$ cat config.mk
export PLATFORM = sky130hd
export DESIGN_NAME = param_updown_counter
export DESIGN_NICKNAME = d
export VERILOG_FILES = /design/src/rtl/counter_pkg.sv /design/src/rtl/counter_prescaler.sv /design/src/rtl/param_updown_counter.sv
export SDC_FILE = /design/constraint.sdc
export NUM_CORES = 1
export LEC_CHECK = 0
export CAP_MARGIN = 30
export CORE_AREA = 2 2 39 41
export CTS_CLUSTER_DIAMETER = 30
export CTS_CLUSTER_SIZE = 30
export DETAILED_ROUTE_END_ITERATION = 8
export DIE_AREA = 0 0 41 43
export GPL_ROUTABILITY_DRIVEN = 0
export GPL_TIMING_DRIVEN = 0
export PLACE_DENSITY_LB_ADDON = 0.05
export SYNTH_ARGS = -nofsm -noshare
export SYNTH_HDL_FRONTEND = slang
export SYNTH_HIERARCHICAL = 1
export SYNTH_SLANG_ARGS = --single-unit
$ cat constraint.sdc
create_clock -name clk -period 2.2 [get_ports clk]
set_clock_uncertainty 0.1 [all_clocks]
set_input_delay 0.44 -clock clk [delete_from_list [all_inputs] [get_ports clk]]
set_output_delay 0.44 -clock clk [all_outputs]
set_load 0.02 [all_outputs]
$ cat src/rtl/counter_pkg.sv
// Shared types and elaboration helpers for the parametrised up/down counter
// and its optional enable prescaler.
package counter_pkg;

    // Behaviour at the end of the count range.
    typedef enum logic {
        WRAP = 1'b0,
        SAT  = 1'b1
    } count_mode_e;

    // Ceiling log2: number of bits needed to index n distinct values (0 for n<=1).
    function automatic int clog2(input longint unsigned n);
        int               r;
        longint unsigned  v;
        r = 0;
        v = (n > 0) ? n - 1 : 0;
        while (v > 0) begin
            r = r + 1;
            v = v >> 1;
        end
        return r;
    endfunction

    // True when the counter parameters describe a buildable configuration.
    function automatic bit params_ok(input int width,
                                     input longint unsigned modulus,
                                     input int prescale);
        bit ok;
        ok = (width >= 2) && (width <= 32);
        if (ok) begin
            ok = (modulus >= 2) && (modulus <= (64'd1 << width));
        end
        ok = ok && (prescale >= 1) && (prescale <= 65535);
        return ok;
    endfunction

endpackage

$ cat src/rtl/counter_prescaler.sv
// Enable divider: tick is high on every PRESCALE-th cycle in which en=1.
// The phase holds while en=0 and restarts on reset or clr. Only instantiated
// when PSC_DIV_EN is defined.
module counter_prescaler
    import counter_pkg::*;
#(
    parameter int PRESCALE = 4
) (
    input  logic clk,
    input  logic reset,
    input  logic clr,
    input  logic en,
    output logic tick
);

    localparam int              CW   = (clog2(PRESCALE) > 0) ? clog2(PRESCALE) : 1;
    localparam logic [CW-1:0]   LAST = CW'(PRESCALE - 1);

    logic [CW-1:0] phase;

    // The enabled cycle that lands on the last phase is the one that steps.
    assign tick = (phase == LAST);

    // Phase counter: restart on reset/clr, advance only on enabled cycles.
    always_ff @(posedge clk) begin
        if (reset || clr) begin
            phase <= '0;
        end else if (en) begin
            phase <= tick ? '0 : phase + CW'(1);
        end
    end

endmodule

$ cat src/rtl/param_updown_counter.sv
// Parametrised up/down counter with modulus, parallel load, wrap/saturate
// mode, combinational terminal-count strobe and sticky overflow flag.
// Optional feature macro: PSC_DIV_EN (enable prescaler of ratio PRESCALE).
module param_updown_counter
    import counter_pkg::*;
#(
    parameter int              WIDTH    = 4,
    parameter longint unsigned MODULUS  = 16,
    parameter int              PRESCALE = 4
) (
    input  logic             clk,
    input  logic             reset,
    input  logic             en,
    input  logic             up,
    input  logic             sat,
    input  logic             load,
    input  logic [WIDTH-1:0] load_val,
    input  logic             clr_ovf,
    output logic [WIDTH-1:0] count,
    output logic             tc,
    output logic             ovf
);

    generate
        if (!params_ok(WIDTH, MODULUS, PRESCALE)) begin : g_bad_params
            $error("param_updown_counter: illegal WIDTH/MODULUS/PRESCALE");
        end
    endgenerate

    // Top of range truncated to WIDTH bits; MODULUS=2**WIDTH gives all ones.
    localparam longint unsigned MAX_FULL = MODULUS - 1;
    localparam logic [WIDTH-1:0] MAX_VAL = MAX_FULL[WIDTH-1:0];

    logic             step_en;
    logic             at_max;
    logic             at_min;
    logic             boundary_step;
    logic [WIDTH-1:0] count_next;
    logic             ovf_next;
    count_mode_e      mode;

`ifdef PSC_DIV_EN
    logic tick;

    // A load restarts the prescaler phase so counting resumes cleanly.
    counter_prescaler #(
        .PRESCALE (PRESCALE)
    ) u_prescaler (
        .clk   (clk),
        .reset (reset),
        .clr   (load),
        .en    (en),
        .tick  (tick)
    );

    assign step_en = en & tick;
`else
    assign step_en = en;
`endif

    assign mode   = count_mode_e'(sat);
    assign at_max = (count == MAX_VAL);
    assign at_min = (count == '0);

    // Terminal count: a step is requested at the end of range in its direction.
    assign tc = step_en & ((up & at_max) | (~up & at_min));

    // A load pre-empts the step, so it must not raise the overflow flag.
    assign boundary_step = tc & ~load;

    // Next count and next overflow flag; load beats step beats hold.
    always_comb begin
        count_next = count;
        ovf_next   = ovf;
        if (load) begin
            count_next = (load_val > MAX_VAL) ? MAX_VAL : load_val;
        end else if (step_en) begin
            if (up) begin
                if (at_max) begin
                    count_next = (mode == SAT) ? count : '0;
                end else begin
                    count_next = count + WIDTH'(1);
                end
            end else begin
                if (at_min) begin
                    count_next = (mode == SAT) ? count : MAX_VAL;
                end else begin
                    count_next = count - WIDTH'(1);
                end
            end
        end
        // Setting wins over a same-cycle clear.
        if (boundary_step) begin
            ovf_next = 1'b1;
        end else if (clr_ovf) begin
            ovf_next = 1'b0;
        end
    end

    // State registers with synchronous reset.
    always_ff @(posedge clk) begin
        if (reset) begin
            count <= '0;
            ovf   <= 1'b0;
        end else begin
            count <= count_next;
            ovf   <= ovf_next;
        end
    end

endmodule

==> impl_metrics.yaml, run 1 <==
outcome:
  status: "finished, final reports clean"
logic_synthesis:
  synth_area_per_cell_um2: 9.044
  syn_nets: 70
  ys_ff_latch: 5
  synthArstFlopShare_pct: 0
  synthCells: 57
  synth_seq_area_share_pct: 19.42
  synth.top_cells.by_count: "5 x dfxtp_1, 5 x inv_1, 3 x buf_6"
  synth_edf_count: 0
  yosysTopAreaCell: "dfxtp_1"
  synthFlopType: "dfxtp_1"
  yosysUniqueCellTypes: 39
  ys_warn_count: 6
  synthTopCellsByArea: "dfxtp_1 19%, buf_6 6.6%, ha_1 4.9%"
  syn-cell-area_um2: 515.5
  yosysTopAreaCellShare_pct: 19.42
global_routing:
  grt_use_total_pct: 15.09
  antenna_found_initial: 0
  grt_max_degree: 11
  grt_first_pass_wirelength_um: 1794
  grt-ovfl-total: 0
  grt_pass1_vias: 450
critical_path:
  cp.required_ns: 1.66
  rr_startpoint: "count[0]"
  rrSetupSlack_ns: 0.41
  endpoint_kind: "output port"
  path_class: "reg -> out"
  cp-startpoint: "count[0]"
  rr_endpoint: "count[3]"
  reg2reg_depth: 7
  start_kind: "flip-flop"
  crit_arrival_ns: 1.53
  critPathMaxFanout: 7
worst_hold_path:
  hold_end: "ovf"
  min_path_cells: 2
  hp-start: "ovf"
  hold_path_class: "reg -> reg"
sta:
  tightest_slew_ns: 0.2909
  setup_slack_ns: 0.1283
  slew_headroom_pct: 80.53
  setup_tns_ns: 0
  finalMaxSlewViolations: 0
  finalHoldViolCount: 0
  whs_ns: 0.3783
  fin_crit_ns: 2.072
  fmax_mhz: 482.7
  rsz0062_at_grt: "no"
  post-route-period-util_pct: 94.17
  setup_viol: 0
die:
  die_h_um: 43
  coreArea_um2: 1384
  io_pins: 17
  die_area_um2: 1763
  start_util_pct: 37.25
  num_rows: 14
  die_w_um: 41
layout:
  antenna_cells: 0
  fin_cells: 93
  drive_above_1_share_pct: 31.17
  fin_area_um2: 739.5
  final_core_util_pct: 53.44
  regArea_um2: 105.1
  syn_to_final_growth_pct: 43.45
  nNetsFinal: 91
  multi_input_area_um2: 364.1
  n_fill_cell: 142
drt:
  firstDrtPassIters: 4
  wl_met2_um: 531
  top_layer: "met4"
  wl_per_cell_um: 12.09
  route.detailed.drc: 0
  vias: 521
  wl_met3_um: 49
  vias_per_cell: 5.602
  routedLengthMet1_um: 532
  routed_wl_um: 1124
  ant_nets: 0
  drt-initial-drc-count: 16
placed_design:
  dp.cells: 87
  dp_hpwl_um: 836
  port_buffers: 14
  placed_cell_area_um2: 675.6
  dp_slack_ns: -0.1875
power:
  fin_total_pwr_uw: 358.8
  p_leak_nw: 0.2803
  powerDensity_nw_per_um2: 485.3
  ir_drop_v: 0.0002583
clock_tree:
  cts_buffer_depth: 2
  cts_made_buffers: 3
  htree_levels: 1
  cts.sinks: 5
  clkLatencyLatePin_ns: 0.24
  postCtsHoldBufs: 0
  cts_tree: "built"
  root_buffer: "clkbuf_4"
  path_clk_slew_ns: 0.04
run:
  max_cap_violations: 0
-- worst max path at each step --
stage	slack, ns	to
final	0.13	tc
after global routing	0.04	tc
after CTS	0.003	tc
after detailed placement	-0.19	tc
after global placement	-0.21	tc
after floorplan	0.33	tc
-- area by class of cell --
cell class | count | area share, %
repair buffers | 16 | 20.64
inverters | 5 | 2.538
flip-flops and latches | 5 | 14.21
multi-input cells | 42 | 49.24
well taps | 16 | 2.707
clock buffers | 4 | 3.553
plain buffers | 5 | 7.107
-- power breakdown --
part | switching (mW) | total, mW | internal, mW | leakage (nW)
clock | 0.0374 | 0.106 | 0.0686 | 0.0150
sequential | 0.00917 | 0.108 | 0.0988 | 0.0422
combinational | 0.0629 | 0.145 | 0.0819 | 0.223
total | 0.109 | 0.359 | 0.249 | 0.280
-- cells in the final DEF (no fill, tap or decap), types with 2 or more instances in the layout --
master / netlist / layout
dfxtp_1: 5 / 3
nand4b_1: 2 / 2
buf_6: 3 / 3
nand3b_1: 2 / 2
nand2_1: 2 / 2
clkdlybuf4s50_1: 0 / 13
nor3_1: 2 / 2
inv_1: 5 / 3
clkbuf_4: 0 / 3
a21oi_1: 2 / 2
buf_4: 0 / 3
inv_2: 0 / 2
nor2_1: 2 / 2
-- timing repair --
item                       in CTS  in global routing
pin swaps                       0                  1
setup endpoints to repair       1                  1
resized for setup               7                  6
setup buffers                   1                  1
-- per-layer routing --
| metal | vias to the layer above | global-route usage (%) |
|---|---|---|
| li1 | 259 | - |
| met1 | 250 | 19.42 |
| met2 | 10 | 21.25 |
| met3 | 2 | 3.665 |
| met4 | 0 | 10.00 |
| met5 | - | 0 |
-- sequential cells by signal, summed over array words and instances, names as in the netlist --
| register | cells |
|---|---|
| ovf | 1 |
| count | 4 |
-- worst max-delay path, cell delays in order (launching register included) --
cell	delay [ns]
dfxtp_4	0.36
inv_2	0.09
ha_4	0.13
nor4b_4	0.26
nand2b_4	0.19
and2_1	0.13
buf_4	0.13
-- kinds of logic (layout without fill, tap and decap cells) --
family | count (synthesis) | count (layout) | synth area share, %
compound gates | 16 | 16 | 25.49
xor+xnor | 1 | 1 | 1.699
fa+ha+maj | 2 | 2 | 4.854
buf+inv | 10 | 30 | 13.83
flops | 5 | 5 | 19.42
mux | 2 | 2 | 4.126
simple gates | 21 | 21 | 30.59
Note: power is estimated with default switching activity, not from simulation.
==> run 2, diff against run 1 <==
Settings changed: CORE_AREA 2 2 39 41 to default, CORE_UTILIZATION from default to 39, CTS_CLUSTER_DIAMETER 30 to default, DIE_AREA 0 0 41 43 to default.
Clock period 2.2 ns to 1.9 ns, I/O delays scaled along.
==> run 2 against run 1 <==
  * The run now ends with negative setup slack left
  * Utilization is 15 points higher
  * Count of clock-buffer cells in the layout stayed put
  * Global-route usage rose by 5.2 points
  * Sequential power grew 15%
  * First-iteration DRC count decreased by 56%
  * Non-clock buffer count up 6
  * Power rose by 25%
  * Sequential cell count is the same
  * Worst setup slack got worse by 0.14 ns
  * Combinational power rose by 34%
  * Via count rose by 3.8%
  * Critical endpoint unchanged
  * Highest routed layer unchanged
==> impl_metrics.yaml, run 2 (same netlist as run 1, synthesis figures left out) <==
outcome:
  status: "complete, but fails checks"
  violations: "negative setup slack"
sta:
  rsz0062_at_grt: "yes"
  fmax_mhz: 522.3
  post-route-period-util_pct: 100.8
  setup_tns_ns: -0.01443
  fin_crit_ns: 1.914
  finalMaxSlewViolations: 0
  setup_slack_ns: -0.01443
  tightest_slew_ns: 0.2971
  whs_ns: 0.3529
  setup_viol: 1
  slew_headroom_pct: 80.15
  finalHoldViolCount: 0
critical_path:
  endpoint_kind: "output port"
  start_kind: "flip-flop"
  critPathMaxFanout: 4
  path_class: "reg -> out"
  cp.required_ns: 1.42
  crit_arrival_ns: 1.43
clock_tree:
  cts.sinks: 5
  root_buffer: "clkbuf_4"
  path_clk_slew_ns: 0.05
  cts_made_buffers: 3
  cts_tree: "built"
  clkLatencyLatePin_ns: 0.25
  htree_levels: 1
  cts_buffer_depth: 2
power:
  fin_total_pwr_uw: 448.8
  p_leak_nw: 0.3110
  clkPwrFrac_pct: 29.0
  ir_drop_v: 0.0003625
  power.share.switching_pct: 31.81
  power_frac_comb_pct: 43.4
  powerDensity_nw_per_um2: 562.2
  power_frac_seq_pct: 27.6
  internal_power_uw: 306.0
  switchingPower_uw: 142.8
placed_design:
  placed_cell_area_um2: 673.1
  dp_slack_ns: -0.4392
  dp_hpwl_um: 829.7
  port_buffers: 14
  dp.cells: 85
die:
  die_h_um: 38.36
  coreArea_um2: 1171
  die_w_um: 38.36
  num_rows: 12
  start_util_pct: 44.02
  io_pins: 17
  die_area_um2: 1471
layout:
  largest_reg_flops: 4
  antenna_cells: 0
  drive_above_1_share_pct: 38.55
  final_cell_mix: "13 x clkdlybuf4s50_1, 8 x buf_4, 4 x buf_6"
  nNetsFinal: 97
  layout_commonest_cell: "clkdlybuf4s50_1"
  fin_area_um2: 798.3
  top_regs: "count x4, ovf x1"
  top_register: "count"
  final_core_util_pct: 68.16
  syn_to_final_growth_pct: 54.85
  fin_cells: 97
global_routing:
  antenna_found_initial: 0
  grt_first_pass_wirelength_um: 2083
  grt_max_degree: 11
  grt-ovfl-total: 0
  grt_use_total_pct: 20.34
  grt_pass1_vias: 493
drt:
  vias_per_cell: 5.577
  drt-initial-drc-count: 7
  route.detailed.drc: 0
  vias: 541
  ant_nets: 0
  firstDrtPassIters: 3
  routed_wl_um: 1256
  wl_per_cell_um: 12.95
worst_hold_path:
  hold_path_class: "in -> reg"
run:
  max_cap_violations: 0
[run 2: path summary, 6_finish.rpt]
check | from | endpoint | slack, ns | cells past startpoint
max reg2reg | count[1] | count[3] | 0.07 | 8
min | en | ovf | 0.35 | 3
max | count[1] | tc | -0.01 | 6
min reg2reg | ovf | ovf | 0.38 | 2
[run 2: area by class of cell]
cell class              instances  area (um^2)
inverters                       5        23.77
flip-flops and latches          5        107.6
clock buffers                   4        26.28
plain buffers                   5        52.55
fillers                       107        372.9
multi-input cells              42        369.1
repair buffers                 22        201.4
well taps                      14        17.52
[run 2: power groups by stage]
| stage | logic [mW] | clock network, mW | registers (mW) |
|---|---|---|---|
| final | 0.195 | 0.130 | 0.124 |
| after global routing | 0.211 | 0.138 | 0.125 |
| after CTS | 0.182 | 0.134 | 0.123 |
| after detailed placement | 0.155 | 0 | 0.126 |
| after global placement | 0.155 | 0 | 0.126 |
| after floorplan | 0.0930 | 0 | 0.134 |
[run 2: timing repair]
item / CTS / global route
cloned: 0 / 0
hold buffers: 0 / 0
gates resized for setup: 18 / 1
pin swaps: 2 / 1
endpoints found under the setup margin: 1 / 1
setup buffers: 4 / 4
[run 2: worst max-delay path: stages, from the launching register on]
cell	delay (ns)
dfxtp_4	0.36
inv_4	0.06
ha_4	0.12
nor4b_4	0.21
nand2b_4	0.18
and2_4	0.14
buf_6	0.10
[run 2: routing by layer]
metal / vias to the layer above / wire [um] / part of all wire (%) / GRT usage, %
met4: 0 / 27 / 2.1 / 10.34
met3: 3 / 50 / 4.0 / 3.488
met2: 16 / 570 / 45 / 32.63
li1: 269 / - / - / -
met5: - / 0 / 0 / 0
met1: 253 / 608 / 48 / 25.89
